[src/rtl/lvds_in_aligner_if.sv]
// ---------------------------------------------------------------------------
// lvds_in_aligner_if
//   Bundles the serial input, realign request and aligned-word outputs of
//   lvds_in_aligner. The clock and reset are plain ports on the aligner.
//
//   data_in_from_pins   : sampled serial bit, one per clk_in rising edge
//   realign             : synchronous pulse, forces re-acquisition
//   data_out_to_device  : aligned word, MSB = first received bit
//   data_valid          : one-cycle strobe qualifying data_out_to_device
//   locked              : high while the aligner is locked
//
//   slave  : aligner side (consumes bits, drives the word outputs)
//   master : sampler / consumer side
// ---------------------------------------------------------------------------
interface lvds_in_aligner_if #(
    parameter int WORD_W = 8
);
    logic              data_in_from_pins;
    logic              realign;
    logic [WORD_W-1:0] data_out_to_device;
    logic              data_valid;
    logic              locked;

    modport slave (
        input  data_in_from_pins,
        input  realign,
        output data_out_to_device,
        output data_valid,
        output locked
    );

    modport master (
        output data_in_from_pins,
        output realign,
        input  data_out_to_device,
        input  data_valid,
        input  locked
    );
endinterface

[src/rtl/lvds_in_aligner.sv]
// ---------------------------------------------------------------------------
// lvds_in_aligner
//   Recovers the word boundary of a single-lane serial stream (MSB first) by
//   hunting for TRAIN_PATTERN, verifying LOCK_CNT further boundary-aligned
//   copies, then delivering every aligned word with a one-cycle valid strobe.
//
//   Ports:
//     clk_in      : bit clock, one serial bit per rising edge
//     io_reset_n  : asynchronous active-low reset
//     bus (slave) : data_in_from_pins, realign in;
//                   data_out_to_device, data_valid, locked out (registered)
// ---------------------------------------------------------------------------
module lvds_in_aligner #(
    parameter int                WORD_W        = 8,
    parameter logic [WORD_W-1:0] TRAIN_PATTERN = 8'h5C,
    parameter int                LOCK_CNT      = 4
) (
    input  logic              clk_in,
    input  logic              io_reset_n,
    lvds_in_aligner_if.slave  bus
);

    localparam int            CW         = $clog2(WORD_W);
    localparam int            MW         = $clog2(LOCK_CNT + 1);
    localparam logic [CW-1:0] LAST       = CW'(WORD_W - 1);
    localparam logic [MW-1:0] MATCH_DONE = MW'(LOCK_CNT);

    typedef enum logic [1:0] {
        HUNT   = 2'd0,
        VERIFY = 2'd1,
        LOCKED = 2'd2
    } state_t;

    state_t            r_state,  w_state_nxt;
    logic [WORD_W-2:0] r_sr;
    logic [CW-1:0]     r_fill,   w_fill_nxt;
    logic [CW-1:0]     r_phase,  w_phase_nxt;
    logic [MW-1:0]     r_match,  w_match_nxt;
    logic [WORD_W-1:0] r_dout,   w_dout_nxt;
    logic              r_valid,  w_valid_nxt;
    logic              r_locked, w_locked_nxt;

    logic [WORD_W-1:0] w_word;
    logic              w_filled;
    logic              w_boundary;
    logic              w_is_train;

    // The candidate word includes this cycle's bit, so the shift register only
    // needs WORD_W-1 bits; its next value is simply the low bits of the word.
    assign w_word     = {r_sr, bus.data_in_from_pins};
    // Matching is gated until a full word of real bits has arrived, so the
    // zeros left in the shift register by reset/realign can never match.
    assign w_filled   = (r_fill == LAST);
    assign w_boundary = (r_phase == LAST);
    assign w_is_train = (w_word == TRAIN_PATTERN);

    always_comb begin
        w_state_nxt = r_state;
        w_fill_nxt  = w_filled ? r_fill : r_fill + 1'b1;
        w_phase_nxt = w_boundary ? '0 : r_phase + 1'b1;
        w_match_nxt = r_match;
        w_dout_nxt  = r_dout;
        w_valid_nxt = 1'b0;

        unique case (r_state)
            HUNT: begin
                // Phase 0 next cycle puts the next boundary WORD_W cycles out.
                if (w_filled && w_is_train) begin
                    w_state_nxt = VERIFY;
                    w_phase_nxt = '0;
                    w_match_nxt = '0;
                end
            end
            VERIFY: begin
                if (w_boundary) begin
                    if (w_is_train) begin
                        w_match_nxt = r_match + 1'b1;
                        if (w_match_nxt == MATCH_DONE) begin
                            w_state_nxt = LOCKED;
                        end
                    end else begin
                        // Fill is kept, so hunting resumes on the next bit.
                        w_state_nxt = HUNT;
                    end
                end
            end
            LOCKED: begin
                if (w_boundary) begin
                    w_dout_nxt  = w_word;
                    w_valid_nxt = 1'b1;
                end
            end
            default: begin
                w_state_nxt = HUNT;
            end
        endcase

        // Realign overrides anything decided above, including a boundary
        // capture in LOCKED: the output word simply holds.
        if (bus.realign) begin
            w_state_nxt = HUNT;
            w_fill_nxt  = '0;
            w_phase_nxt = '0;
            w_match_nxt = '0;
            w_dout_nxt  = r_dout;
            w_valid_nxt = 1'b0;
        end

        w_locked_nxt = (w_state_nxt == LOCKED);
    end

    always_ff @(posedge clk_in or negedge io_reset_n) begin
        if (!io_reset_n) begin
            r_state  <= HUNT;
            r_sr     <= '0;
            r_fill   <= '0;
            r_phase  <= '0;
            r_match  <= '0;
            r_dout   <= '0;
            r_valid  <= 1'b0;
            r_locked <= 1'b0;
        end else begin
            r_state  <= w_state_nxt;
            r_sr     <= w_word[WORD_W-2:0];
            r_fill   <= w_fill_nxt;
            r_phase  <= w_phase_nxt;
            r_match  <= w_match_nxt;
            r_dout   <= w_dout_nxt;
            r_valid  <= w_valid_nxt;
            r_locked <= w_locked_nxt;
        end
    end

    assign bus.data_out_to_device = r_dout;
    assign bus.data_valid         = r_valid;
    assign bus.locked             = r_locked;

endmodule

[src/flat_wrapper.sv]
// flat-port wrapper written by rule: the top's interface ports become plain ports
module lvds_in_aligner_flat 
#(
    parameter int                WORD_W        = 8,
    parameter logic [WORD_W-1:0] TRAIN_PATTERN = 8'h5C,
    parameter int                LOCK_CNT      = 4
)
  (clk_in, io_reset_n, bus_data_in_from_pins, bus_realign, bus_data_out_to_device, bus_data_valid, bus_locked);
  lvds_in_aligner_if #(.WORD_W(WORD_W)) bus_i ();
  input  logic clk_in;
  input  logic io_reset_n;
  input wire logic [$bits(bus_i.data_in_from_pins)-1:0] bus_data_in_from_pins;
  input wire logic [$bits(bus_i.realign)-1:0] bus_realign;
  output wire logic [$bits(bus_i.data_out_to_device)-1:0] bus_data_out_to_device;
  output wire logic [$bits(bus_i.data_valid)-1:0] bus_data_valid;
  output wire logic [$bits(bus_i.locked)-1:0] bus_locked;
  assign bus_i.data_in_from_pins = bus_data_in_from_pins;
  assign bus_i.realign = bus_realign;
  assign bus_data_out_to_device = bus_i.data_out_to_device;
  assign bus_data_valid = bus_i.data_valid;
  assign bus_locked = bus_i.locked;
  lvds_in_aligner #(.WORD_W(WORD_W), .TRAIN_PATTERN(TRAIN_PATTERN), .LOCK_CNT(LOCK_CNT)) u_core (.clk_in(clk_in), .io_reset_n(io_reset_n), .bus(bus_i));
endmodule
[config.mk]
export PLATFORM = sky130hd
export DESIGN_NAME = lvds_in_aligner_flat
export DESIGN_NICKNAME = d
export VERILOG_FILES = /design/src/rtl/lvds_in_aligner_if.sv /design/src/rtl/lvds_in_aligner.sv /design/src/flat_wrapper.sv
export SDC_FILE = /design/constraint.sdc
export NUM_CORES = 1
export LEC_CHECK = 0
export CORE_MARGIN = 1
export CORE_UTILIZATION = 39
export CTS_CLUSTER_DIAMETER = 80
export DETAILED_ROUTE_END_ITERATION = 7
export PLACE_DENSITY = 0.68
export SYNTH_ARGS = -nofsm -noshare
export SYNTH_HDL_FRONTEND = slang
export SYNTH_SLANG_ARGS = --single-unit
[constraint.sdc]
create_clock -name clk_in -period 1.5 [get_ports clk_in]
set_input_delay 0.3 -clock clk_in [delete_from_list [all_inputs] [get_ports clk_in]]
set_output_delay 0.3 -clock clk_in [all_outputs]
set_load 0.05 [all_outputs]
## Yosys cells after proc, flatten, opt, wreduce, memory -nomap -nowiden

Index checks and enable logic that the tools add are counted.

- Flip-flop bits (word level): 28
- Latch bits: 0
- Bits in writable memories: 0
- ROM bits: 0
- Input port bits: 4
- Memories kept: 0

- Add/subtract/negate cells: 3
- Multiply operators: 0
- Div/mod/pow operators: 0
- $lt $le $gt $ge: 0
- Equal/unequal tests: 11
- Shifts and indexed selects: 0
- Multiplexer cells: 20
- Bitwise operators: 1
- Reductions and logical operators: 5

Operators with widths:

| kind | number |
|---|---|
| 3-bit 2-to-1 mux | 10 |
| 2-bit 2-to-1 mux | 5 |
| 3-bit by 1-bit adder with 3-bit output (second input constant) | 3 |
| 3-bit == test (second input constant) | 3 |
| 3-bit by 2-bit != test with 1-bit output (second input constant) | 3 |
| 8-bit by 7-bit == test with 1-bit output (second input constant) | 1 |
| 2-bit case mux with 3 select lines | 1 |
| 3-bit case mux with 2 select lines | 1 |
| 2-bit == test (second input constant) | 2 |
| 4-bit AND reduction | 1 |
| 1-bit 2-to-1 mux | 3 |
| 3-bit AND reduction | 1 |
| 3-bit nonzero test | 1 |
| 2-bit by 1-bit == test with 1-bit output (second input constant) | 1 |
| 2-bit zero test | 1 |
| 2-bit != test (second input constant) | 1 |
| 1-bit logical AND | 1 |
| 1-bit inverter | 1 |

## Logic depth before layout (Yosys ltp)

- Word-level depth: 8
- Depth in mapped cells: 5

## Worst setup path before layout

No wires, ideal clock.

- Path type: flip-flop to flip-flop
- Start point: register u_core.r_fill[0]
- End point: register u_core.r_match[0]
- Setup time: 0.125 ns
- Data arrival time: 1.418 ns
- Setup slack: -0.043 ns
- Stages on the path, launching flop included: 6
- Clock period less this slack: 1.543 ns
- Path through: dfrtp_1 > ha_1 > ha_1 > mux2i_1 > nor4_4 > mux2_4

- Word-level cells in the longest chain between the ends: 4

Ends and longest elaborated chain:

| what | RTL line | RTL |
|---|---|---|
| start: declaration | lvds_in_aligner.sv:36 | `logic [CW-1:0] r_fill, w_fill_nxt;` |
| start signal: assignment | lvds_in_aligner.sv:125 | `r_fill <= w_fill_nxt;` |
| 3-bit == test | lvds_in_aligner.sv:53 | `assign w_filled = (r_fill == LAST);` |
| 1-bit logical AND | lvds_in_aligner.sv:68 | `if (w_filled && w_is_train) begin` |
| 3-bit by 2-bit != test with 1-bit output (no line) | n/a |  |
| 4-bit AND reduction (no line) | n/a |  |
| end signal: assignment | lvds_in_aligner.sv:127 | `r_match <= w_match_nxt;` |
| end: declaration | lvds_in_aligner.sv:38 | `logic [MW-1:0] r_match, w_match_nxt;` |

Every way passes these cells.
A chain may end at the register's enable or synchronous reset.

## Worst setup path after layout

- Start point: register u_core.r_phase[0]
- End point: register u_core.r_match[0]

- Word-level cells in the longest chain between the ends: 3

Ends and longest elaborated chain:

| what | RTL line | RTL |
|---|---|---|
| start: declaration | lvds_in_aligner.sv:37 | `logic [CW-1:0] r_phase, w_phase_nxt;` |
| start signal: assignment | lvds_in_aligner.sv:126 | `r_phase <= w_phase_nxt;` |
| 3-bit == test | lvds_in_aligner.sv:54 | `assign w_boundary = (r_phase == LAST);` |
| 3-bit by 2-bit != test with 1-bit output (no line) | n/a |  |
| 4-bit AND reduction (no line) | n/a |  |

Every way passes these cells.

==> metrics <==
Fill cells 237; Pleak 0.7374 nW; Post-CTS Hold Buffers 0; full die area 3379 sq um; max frequency 0.6494 GHz; antenna-violating nets left 0; layout cells sized above 1 0.4587; post-synth cell types 28; fin crit share 1.027; synthesized area 1229 sq um; area of the multi-input gates 618.1 sq um; worst-path cell chain ha_2 > ha_4 > mux2i_4 > nor4_4 > mux2_4; Yosys reg bits 28; Cells after DPL 147; Synth Net Count 95; relative slew slack 0.7268; die height 58.13 microns; Net Sw Power 0.2853 mW; top cell type by total area after synthesis dfrtp_1; non-filler cells, final 153; CTS Root Cell clkbuf_4; crit end category flip-flop; initial antenna violation count 0; critical path class flip-flop to flip-flop; sequential power share 0.580; antenna cells 0; unrepaired setup endpoints after global routing yes; Hold WC Path Type input port to asynchronous set/reset pin; dpl hpwl 1525 microns; # rows 20; grt ovf 0; failing checks negative setup slack; Bufs on Longest Clock Path 2; YS warnings 0; Crit Path Max Fanout 5; Crit path required time 1.72 ns; total CTS buffers 3; # DRC 0; Initial Util 0.4058; commonest non-fill, non-tap cell in the layout dfrtp_1; Tightest Pin Transition 0.4083 ns; CTS sink cnt 28; die width 58.13 microns; DR pass1 iterations 4; core region area 3028 sq um; P_int 1.093 mW; slowest CP cell dfrtp_1; CTS tree built; Reg clk slew, reported paths 0.15 ns; largest cells by area after synthesis dfrtp_1 (57%), mux2_2 (7.3%), ha_1 (6.1%); clock skew 0.009198 ns; most frequent cells in the layout dfrtp_1 (28), mux2_4 (10), buf_12 (10), buf_4 (8), nor2_1 (6); Slew Limit Fails 0; drt initial violations 22; status finished, violations left; power per cell area 797.5 nW/um^2; Clock Latency Late Sink 0.32 ns; Syn-to-layout area delta 40.63%; vias in the first global route 859; top cell type's share of synthesized area 0.5703; largest net degree at the start of global routing 29; overall global routing resource usage 0.1628; sequential cell area 700.7 sq um; Final #Nets 120; H-tree depth 1; crit-path max cell delay 0.39 ns; Peak VDD IR 0.5553 mV; WL/cell 15.14 microns; DRT Wirelength 2316 microns; Vias 751; Setup WS post-layout -0.03987 ns; Cells after Synth 85; syn_area_per_cell 14.46 sq um; register area share after synthesis 0.5703; Final Setup Violations 11; Max-Cap Viols 0; Final min period 1.540 ns; Hold Violations, Final 0; global-route wire length before repair 4119 microns; count of input and output buffers 13; Power Total 1.378 mW; via/cell ratio 4.908; worst hold margin 0.3322 ns; # IOs 14; clock share of power 0.355; gpl congestion 0.7504; Combinational Power Share 0.065; critical path arrival 1.76 ns; Startpoint Class flip-flop; switching power share of the total 0.2070
[registers in the layout, summed over array words and instances (netlist names)]
register                       flops
u_core.r_sr                        7
u_core.r_phase                     3
u_core.bus.data_out_to_device      8
u_core.bus.locked                  1
u_core.r_fill                      3
u_core.r_match                     3
u_core.r_state                     2
u_core.bus.data_valid              1
[synth_stat cells]
library cell  number
a2111oi_0          1
a211oi_1           2
a221oi_1           1
a31o_2             2
and2b_2            2
and4bb_2           1
buf_4              1
clkbuf_1           1
dfrtp_1           28
ha_1               6
inv_1              3
mux2_2             8
mux2_4             2
mux2i_1            4
nand2_1            1
nand2b_1           2
nand3b_1           1
nand4bb_4          2
nor2_1             6
nor2b_1            1
nor3_1             2
nor3b_1            2
nor4_4             1
o21ai_0            1
or2_2              1
or2b_1             1
xnor2_1            1
xor2_1             1
[routing by layer]
layer  GRT usage  share of wire  vias up  wire length (microns)
met5           0              0        -                      0
met4     0.06463         0.0099        0                     23
met3     0.03795          0.037        4                     85
met2      0.2512           0.49       13                   1132
met1      0.2222           0.46      386                   1075
li1            -              -      348                      -
[power by group through the flow]
| stage | Combinational (mW) | Sequential, mW | Clock (mW) |
|---|---|---|---|
| floorplan | 0.0402 | 0.807 | 0 |
| global placement | 0.0776 | 0.810 | 0 |
| detailed placement | 0.0847 | 0.812 | 0 |
| CTS | 0.0915 | 0.799 | 0.504 |
| global route | 0.104 | 0.802 | 0.532 |
| finish | 0.0894 | 0.799 | 0.489 |
[cell type report]
| type | instances | area share |
|---|---|---|
| multi-input combinational | 53 | 0.3577 |
| tap | 44 | 0.03186 |
| clock inverter | 1 | 0.01738 |
| inverter | 3 | 0.006517 |
| clock buffer | 3 | 0.01303 |
| timing repair buffer | 21 | 0.1680 |
| sequential | 28 | 0.4055 |
[repair_timing]
| item | CTS | global route |
|---|---|---|
| setup buffers | 1 | 0 |
| resized for setup | 14 | 4 |
| cloned | 1 | 0 |
| endpoints found under the setup margin | 13 | 13 |
| pin swaps | 1 | 1 |
[stage by stage]
stage / TNS, ns / area [sq um] / util / setup WS (ns)
6_report: -0.2010 / 1728 / 0.5707 / -0.03987
5_1_grt: -0.8309 / 1728 / 0.5707 / -0.1106
2_1_floorplan: -0.04746 / 1250 / - / -0.02373
3_5_place_dp: -2.760 / 1577 / 0.5207 / -0.2390
3_3_place_gp: -2.518 / 1577 / 0.5207 / -0.2069
4_1_cts: -0.2125 / 1708 / 0.5641 / -0.04373
[final timing paths]
kind	start	endpoint	slack [ns]	cells after the start
max in group asynchronous	io_reset_n	u_core.r_sr[4]$_DFF_PN0_	0.90	2
max	u_core.r_phase[0]$_DFF_PN0_	u_core.r_match[0]$_DFFE_PN0P_	-0.04	5
min in group clk_in	u_core.r_sr[4]$_DFF_PN0_	u_core.r_sr[5]$_DFF_PN0_	0.43	0
min	io_reset_n	u_core.r_state[1]$_DFF_PN0_	0.33	2
max reg2reg	u_core.r_phase[0]$_DFF_PN0_	u_core.r_match[0]$_DFFE_PN0P_	-0.04	5
min reg2reg	u_core.r_sr[4]$_DFF_PN0_	u_core.r_sr[5]$_DFF_PN0_	0.43	0
[cell families after synthesis]
kind of cell / Yosys count / synth area share
adder cells (fa/ha/maj): 6 / 0.06110
buffers and inverters: 5 / 0.01833
flip-flops: 28 / 0.5703
AO/OA/AOI/OAI: 7 / 0.04480
XOR/XNOR: 2 / 0.01426
multiplexers: 14 / 0.1304
AND/OR/NAND/NOR: 23 / 0.1609
[worst max-delay path, delay by kind of cell, from the launching register on]
kind,cells,cell delay [ns]
muxes,2,0.41
DFF,1,0.39
adders and majority gates,2,0.38
and+or+nand+nor,1,0.25
(Power assumes the default switching activity.)
==> patch 1: new RTL, same flow settings <==
Make the reset (`io_reset_n`) synchronous in one clocked block. Comments in the files are not updated.
--- a/src/rtl/lvds_in_aligner.sv
+++ b/src/rtl/lvds_in_aligner.sv
@@ -109,7 +109,7 @@
         w_locked_nxt = (w_state_nxt == LOCKED);
     end
 
-    always_ff @(posedge clk_in or negedge io_reset_n) begin
+    always_ff @(posedge clk_in) begin
         if (!io_reset_n) begin
             r_state  <= HUNT;
             r_sr     <= '0;
Formal check against the unedited RTL: same outputs for any inputs over 10 cycles, from zero or initial values and one cycle with io_reset_n low; that may be too few to reach the edited logic, so the function may still have changed.
==> patch 1 against the unedited design <==
  * The run still ends with negative setup slack left
  * Synthesized area fell by 7.9%
  * Power decreased by 14%
  * Wire length decreased by 6.7%
  * Largest power group unchanged
  * First-iteration DRC count shrank 91%
  * Setup slack worse by 0.20 ns
  * Maximum frequency down 11%
  * Design area down 3.1%
  * Sequential cell count unchanged
  * Critical endpoint is now u_core.r_phase[1]
==> patch 1: results (changes against the unedited design) <==
.. list-table::
   :header-rows: 1

   * - Metric
     - Value
   * - Result of the run
     - complete, but fails checks (unchanged)
   * - Failing checks
     - negative setup slack (unchanged)
   * - Clock Skew
     - 0.00352 ns (was 0.00920 ns)
   * - Critical Path AT
     - 1.98 ns (was 1.76 ns)
   * - Cell class contributing the biggest share of worst-path delay
     - simple AND/OR/NAND/NOR gates (was multiplexers)
   * - Clock buf count
     - 4 (was 3)
   * - Slew @ Worst Pin
     - 0.344 ns (was 0.408 ns)
   * - Setup bufs post-CTS
     - 0 (was 1)
   * - Number of buffers other than clock buffers in the final layout
     - 31 (was 21)
   * - Critical-path maximum fanout
     - 3 (was 5)
   * - Adder-cell share of the synthesized area
     - 0.0664 (was 0.0611)
   * - # resized after CTS
     - 15 (was 14)
   * - Aggregate negative setup slack
     - -1.76 ns (was -0.201 ns)
   * - Share of final-layout standard cells stronger than drive strength 1
     - 0.420 (was 0.459)
   * - VDD IR-drop max
     - 0.662 mV (was 0.555 mV)
   * - Seq/Total Area, Yosys
     - 0.496 (was 0.570)
   * - Share of async-settable or async-resettable flops after synthesis
     - 0 (was 1.00)
   * - Initial DRC Count
     - 2 (was 22)
   * - Total track usage
     - 0.155 (was 0.163)
   * - Flip-flop and latch share of the layout cell area
     - 0.340 (was 0.406)
   * - Delay of the slowest cell on the worst path
     - 0.57 ns (was 0.39 ns)
   * - Maximum number of pins on one net before global-route repair
     - 17 (was 29)
   * - Number of endpoints failing setup at the final stage
     - 9 (was 11)
   * - Fraction of standard cell area in multi-input logic
     - 0.391 (was 0.358)
   * - Wire length of the first global-routing pass
     - 3.75 mm (was 4.12 mm)
   * - Non-clock buffer contribution to total cell area
     - 0.222 (was 0.168)
   * - Synth Area in Compound Gates
     - 0.0553 (was 0.0448)
   * - DRT Wirelength
     - 2.16 mm (was 2.32 mm)
   * - Clock-cell share of area
     - 0.0217 (was 0.0304)
   * - Via count of the first global-routing pass
     - 849 (was 859)
   * - Filler cell count
     - 231 (was 237)
   * - Post-route worst setup slack
     - -0.237 ns (was -0.0399 ns)
   * - WL per Instance
     - 13.3 um (was 15.1 um)
   * - Number of cells traversed by the worst register-to-register path
     - 3 (was 5)
   * - Synth area leaders
     - sky130_fd_sc_hd__dfxtp_1 50%, sky130_fd_sc_hd__mux2i_1 11%, sky130_fd_sc_hd__ha_1 6.6% (was sky130_fd_sc_hd__dfrtp_1 57%, sky130_fd_sc_hd__mux2_2 7.3%, sky130_fd_sc_hd__ha_1 6.1%)
   * - Critical-path cell with the highest stage delay
     - sky130_fd_sc_hd__or4b_4 (was sky130_fd_sc_hd__dfrtp_1)
   * - Unique masters post-synth
     - 30 (was 28)
   * - Placed inst area
     - 0.00154 sq mm (was 0.00158 sq mm)
   * - Routed via count
     - 818 (was 751)
   * - Number of logic inverters in the finished layout
     - 1 (was 3)
==> patch 1: power groups by stage <==
stage / Clock, mW / Sequential (mW) / Combinational, mW
finish: 0.368 / 0.762 / 0.0590
CTS: 0.379 / 0.761 / 0.0566
global route: 0.409 / 0.764 / 0.0656
global placement: 0 / 0.776 / 0.0530
detailed placement: 0 / 0.777 / 0.0550
floorplan: 0 / 0.775 / 0.0238
==> patch 1: metal layers <==
metal / global-route usage / part of all wire / vias to the layer above
met1: 0.190 / 0.44 / 389
li1: - / - / 407
met3: 0.0233 / 0.026 / 7
met5: 0 / 0 / -
met2: 0.256 / 0.50 / 15
met4: 0.0941 / 0.028 / 0
==> patch 1: worst max-delay path by stage <==
stage / end / depth (start not counted)
detailed placement: u_core.r_match[1] / 5
CTS: u_core.r_match[1] / 6
global route: u_core.r_match[1] / 6
global placement: u_core.r_phase[1] / 4
floorplan: u_core.r_match[2] / 5
finish: u_core.r_phase[1] / 3
==> patch 2: new RTL, same flow settings <==
Without the edit above. `LOCK_CNT` is set to 4 in 2 places; all go to 2.
--- a/src/rtl/lvds_in_aligner.sv
+++ b/src/rtl/lvds_in_aligner.sv
@@ -13,7 +13,7 @@
 module lvds_in_aligner #(
     parameter int                WORD_W        = 8,
     parameter logic [WORD_W-1:0] TRAIN_PATTERN = 8'h5C,
-    parameter int                LOCK_CNT      = 4
+    parameter int                LOCK_CNT      = 2
 ) (
     input  logic              clk_in,
     input  logic              io_reset_n,
--- a/src/flat_wrapper.sv
+++ b/src/flat_wrapper.sv
@@ -3,7 +3,7 @@
 #(
     parameter int                WORD_W        = 8,
     parameter logic [WORD_W-1:0] TRAIN_PATTERN = 8'h5C,
-    parameter int                LOCK_CNT      = 4
+    parameter int                LOCK_CNT      = 2
 )
   (clk_in, io_reset_n, bus_data_in_from_pins, bus_realign, bus_data_out_to_device, bus_data_valid, bus_locked);
   lvds_in_aligner_if #(.WORD_W(WORD_W)) bus_i ();
Behaviour: no difference found for any inputs over 10 cycles, from zero or initial values and one cycle with io_reset_n low; that may be too few to reach the edited logic, so the function may still have changed.
==> patch 2 against the unedited design <==
  * The run still ends with negative setup slack left
  * Wire length fell by 15%
  * Hold slack got worse by 0.020 ns
  * Utilization down 0.58 points
  * Power down 15%
  * Setup slack worse by 0.076 ns
  * Die area decreased by 8.0%
  * Critical path depth unchanged
  * Final cell count fell by 12%
  * Synthesized area down 8.2%
  * Sequential cell count down 1
  * First-iteration DRC count is 55% lower
  * Design area down 9.8%
  * Via count decreased by 8.4%
==> patch 2: results (changes against the unedited design) <==
.. list-table::
   :header-rows: 1

   * - Metric
     - Value
   * - Placed inst area
     - 0.00147 sq mm (was 0.00158 sq mm)
   * - Count of clock tree sinks
     - 27 (was 28)
   * - Seq/Total Area, Yosys
     - 0.599 (was 0.570)
   * - Synth area leaders
     - sky130_fd_sc_hd__dfrtp_1 60%, sky130_fd_sc_hd__mux2_4 11%, sky130_fd_sc_hd__ha_1 5.5% (was sky130_fd_sc_hd__dfrtp_1 57%, sky130_fd_sc_hd__mux2_2 7.3%, sky130_fd_sc_hd__ha_1 6.1%)
   * - Number of endpoints failing setup at the final stage
     - 4 (was 11)
   * - Total track usage
     - 0.137 (was 0.163)
   * - Wire length of the first global-routing pass
     - 3.26 mm (was 4.12 mm)
   * - Worst Setup Slack post-DPL
     - -0.197 ns (was -0.239 ns)
   * - Instance count of the mapped netlist
     - 76 (was 85)
   * - Filler cell count
     - 213 (was 237)
   * - Final estimated routing congestion in global placement
     - 0.755 (was 0.750)
   * - Clock-cell share of area
     - 0.0193 (was 0.0304)
   * - Synth Area in Compound Gates
     - 0.0222 (was 0.0448)
   * - Routed via count
     - 688 (was 751)
   * - Failing checks
     - negative setup slack (unchanged)
   * - Delay of the slowest cell on the worst path
     - 0.41 ns (was 0.39 ns)
   * - Slew @ Worst Pin
     - 0.336 ns (was 0.408 ns)
   * - VDD IR-drop max
     - 0.817 mV (was 0.555 mV)
   * - # resized after CTS
     - 4 (was 14)
   * - Power dissipated in the clock network
     - 314 uW (was 489 uW)
   * - Total number of multi-input combinational cells
     - 45 (was 53)
   * - Leading post-synthesis cells by instance count
     - 27 x sky130_fd_sc_hd__dfrtp_1, 8 x sky130_fd_sc_hd__mux2_4, 5 x sky130_fd_sc_hd__ha_1, 5 x sky130_fd_sc_hd__nor2_1 (was 28 x sky130_fd_sc_hd__dfrtp_1, 8 x sky130_fd_sc_hd__mux2_2, 6 x sky130_fd_sc_hd__ha_1, 6 x sky130_fd_sc_hd__nor2_1, 4 x sky130_fd_sc_hd__mux2i_1)
   * - Fraction of standard cell area in multi-input logic
     - 0.302 (was 0.358)
   * - DRT Wirelength
     - 1.98 mm (was 2.32 mm)
   * - Post-route worst setup slack
     - -0.116 ns (was -0.0399 ns)
   * - Count of standard-cell rows
     - 19 (was 20)
   * - Number of nets in the synthesized netlist
     - 85 (was 95)
   * - Result of the run
     - complete, but fails checks (unchanged)
   * - Placed wire-length estimate
     - 1.50 mm (was 1.52 mm)
   * - Unique masters post-synth
     - 25 (was 28)
   * - Share of final-layout standard cells stronger than drive strength 1
     - 0.433 (was 0.459)
   * - Maximum number of pins on one net before global-route repair
     - 28 (was 29)
   * - Endpoint of the most critical register-to-register path
     - u_core.r_match[1] (was u_core.r_match[0])
   * - Number of instances in the placed design
     - 127 (was 147)
   * - Post-Synth XOR/XNOR Area
     - 0.00777 (was 0.0143)
   * - Aggregate negative setup slack
     - -0.238 ns (was -0.201 ns)
   * - Cell area power density
     - 749 mW/mm^2 (was 798 mW/mm^2)
   * - Non-clock buffer contribution to total cell area
     - 0.215 (was 0.168)
-- patch 2: cell count changes in the layout (fill, tap and decap cells not counted), moves of 2 or more --
cell,unedited run,this run
sky130_fd_sc_hd__nand4bb_4,2,0
sky130_fd_sc_hd__nand4b_1,0,3
sky130_fd_sc_hd__and3b_1,0,2
sky130_fd_sc_hd__buf_4,8,11
sky130_fd_sc_hd__buf_6,0,2
sky130_fd_sc_hd__a211oi_1,2,0
sky130_fd_sc_hd__o22ai_1,0,2
sky130_fd_sc_hd__a31o_2,2,0
-- patch 2: worst max-delay path: cells and delay by family (launching register included) --
| family | cells | cell delay, ns |
|---|---|---|
| adders and majority gates | 2 | 0.36 |
| DFF | 1 | 0.41 |
| muxes | 2 | 0.58 |
| and+or+nand+nor | 1 | 0.16 |
-- patch 2: per-layer routing --
metal	global-route usage	wire [um]	vias to the layer above	part of all wire
li1	-	-	325	-
met1	0.190	902	356	0.46
met2	0.217	1050	7	0.53
met3	0.0349	27	0	0.014
met4	0.0321	0	0	0
met5	0	0	-	0
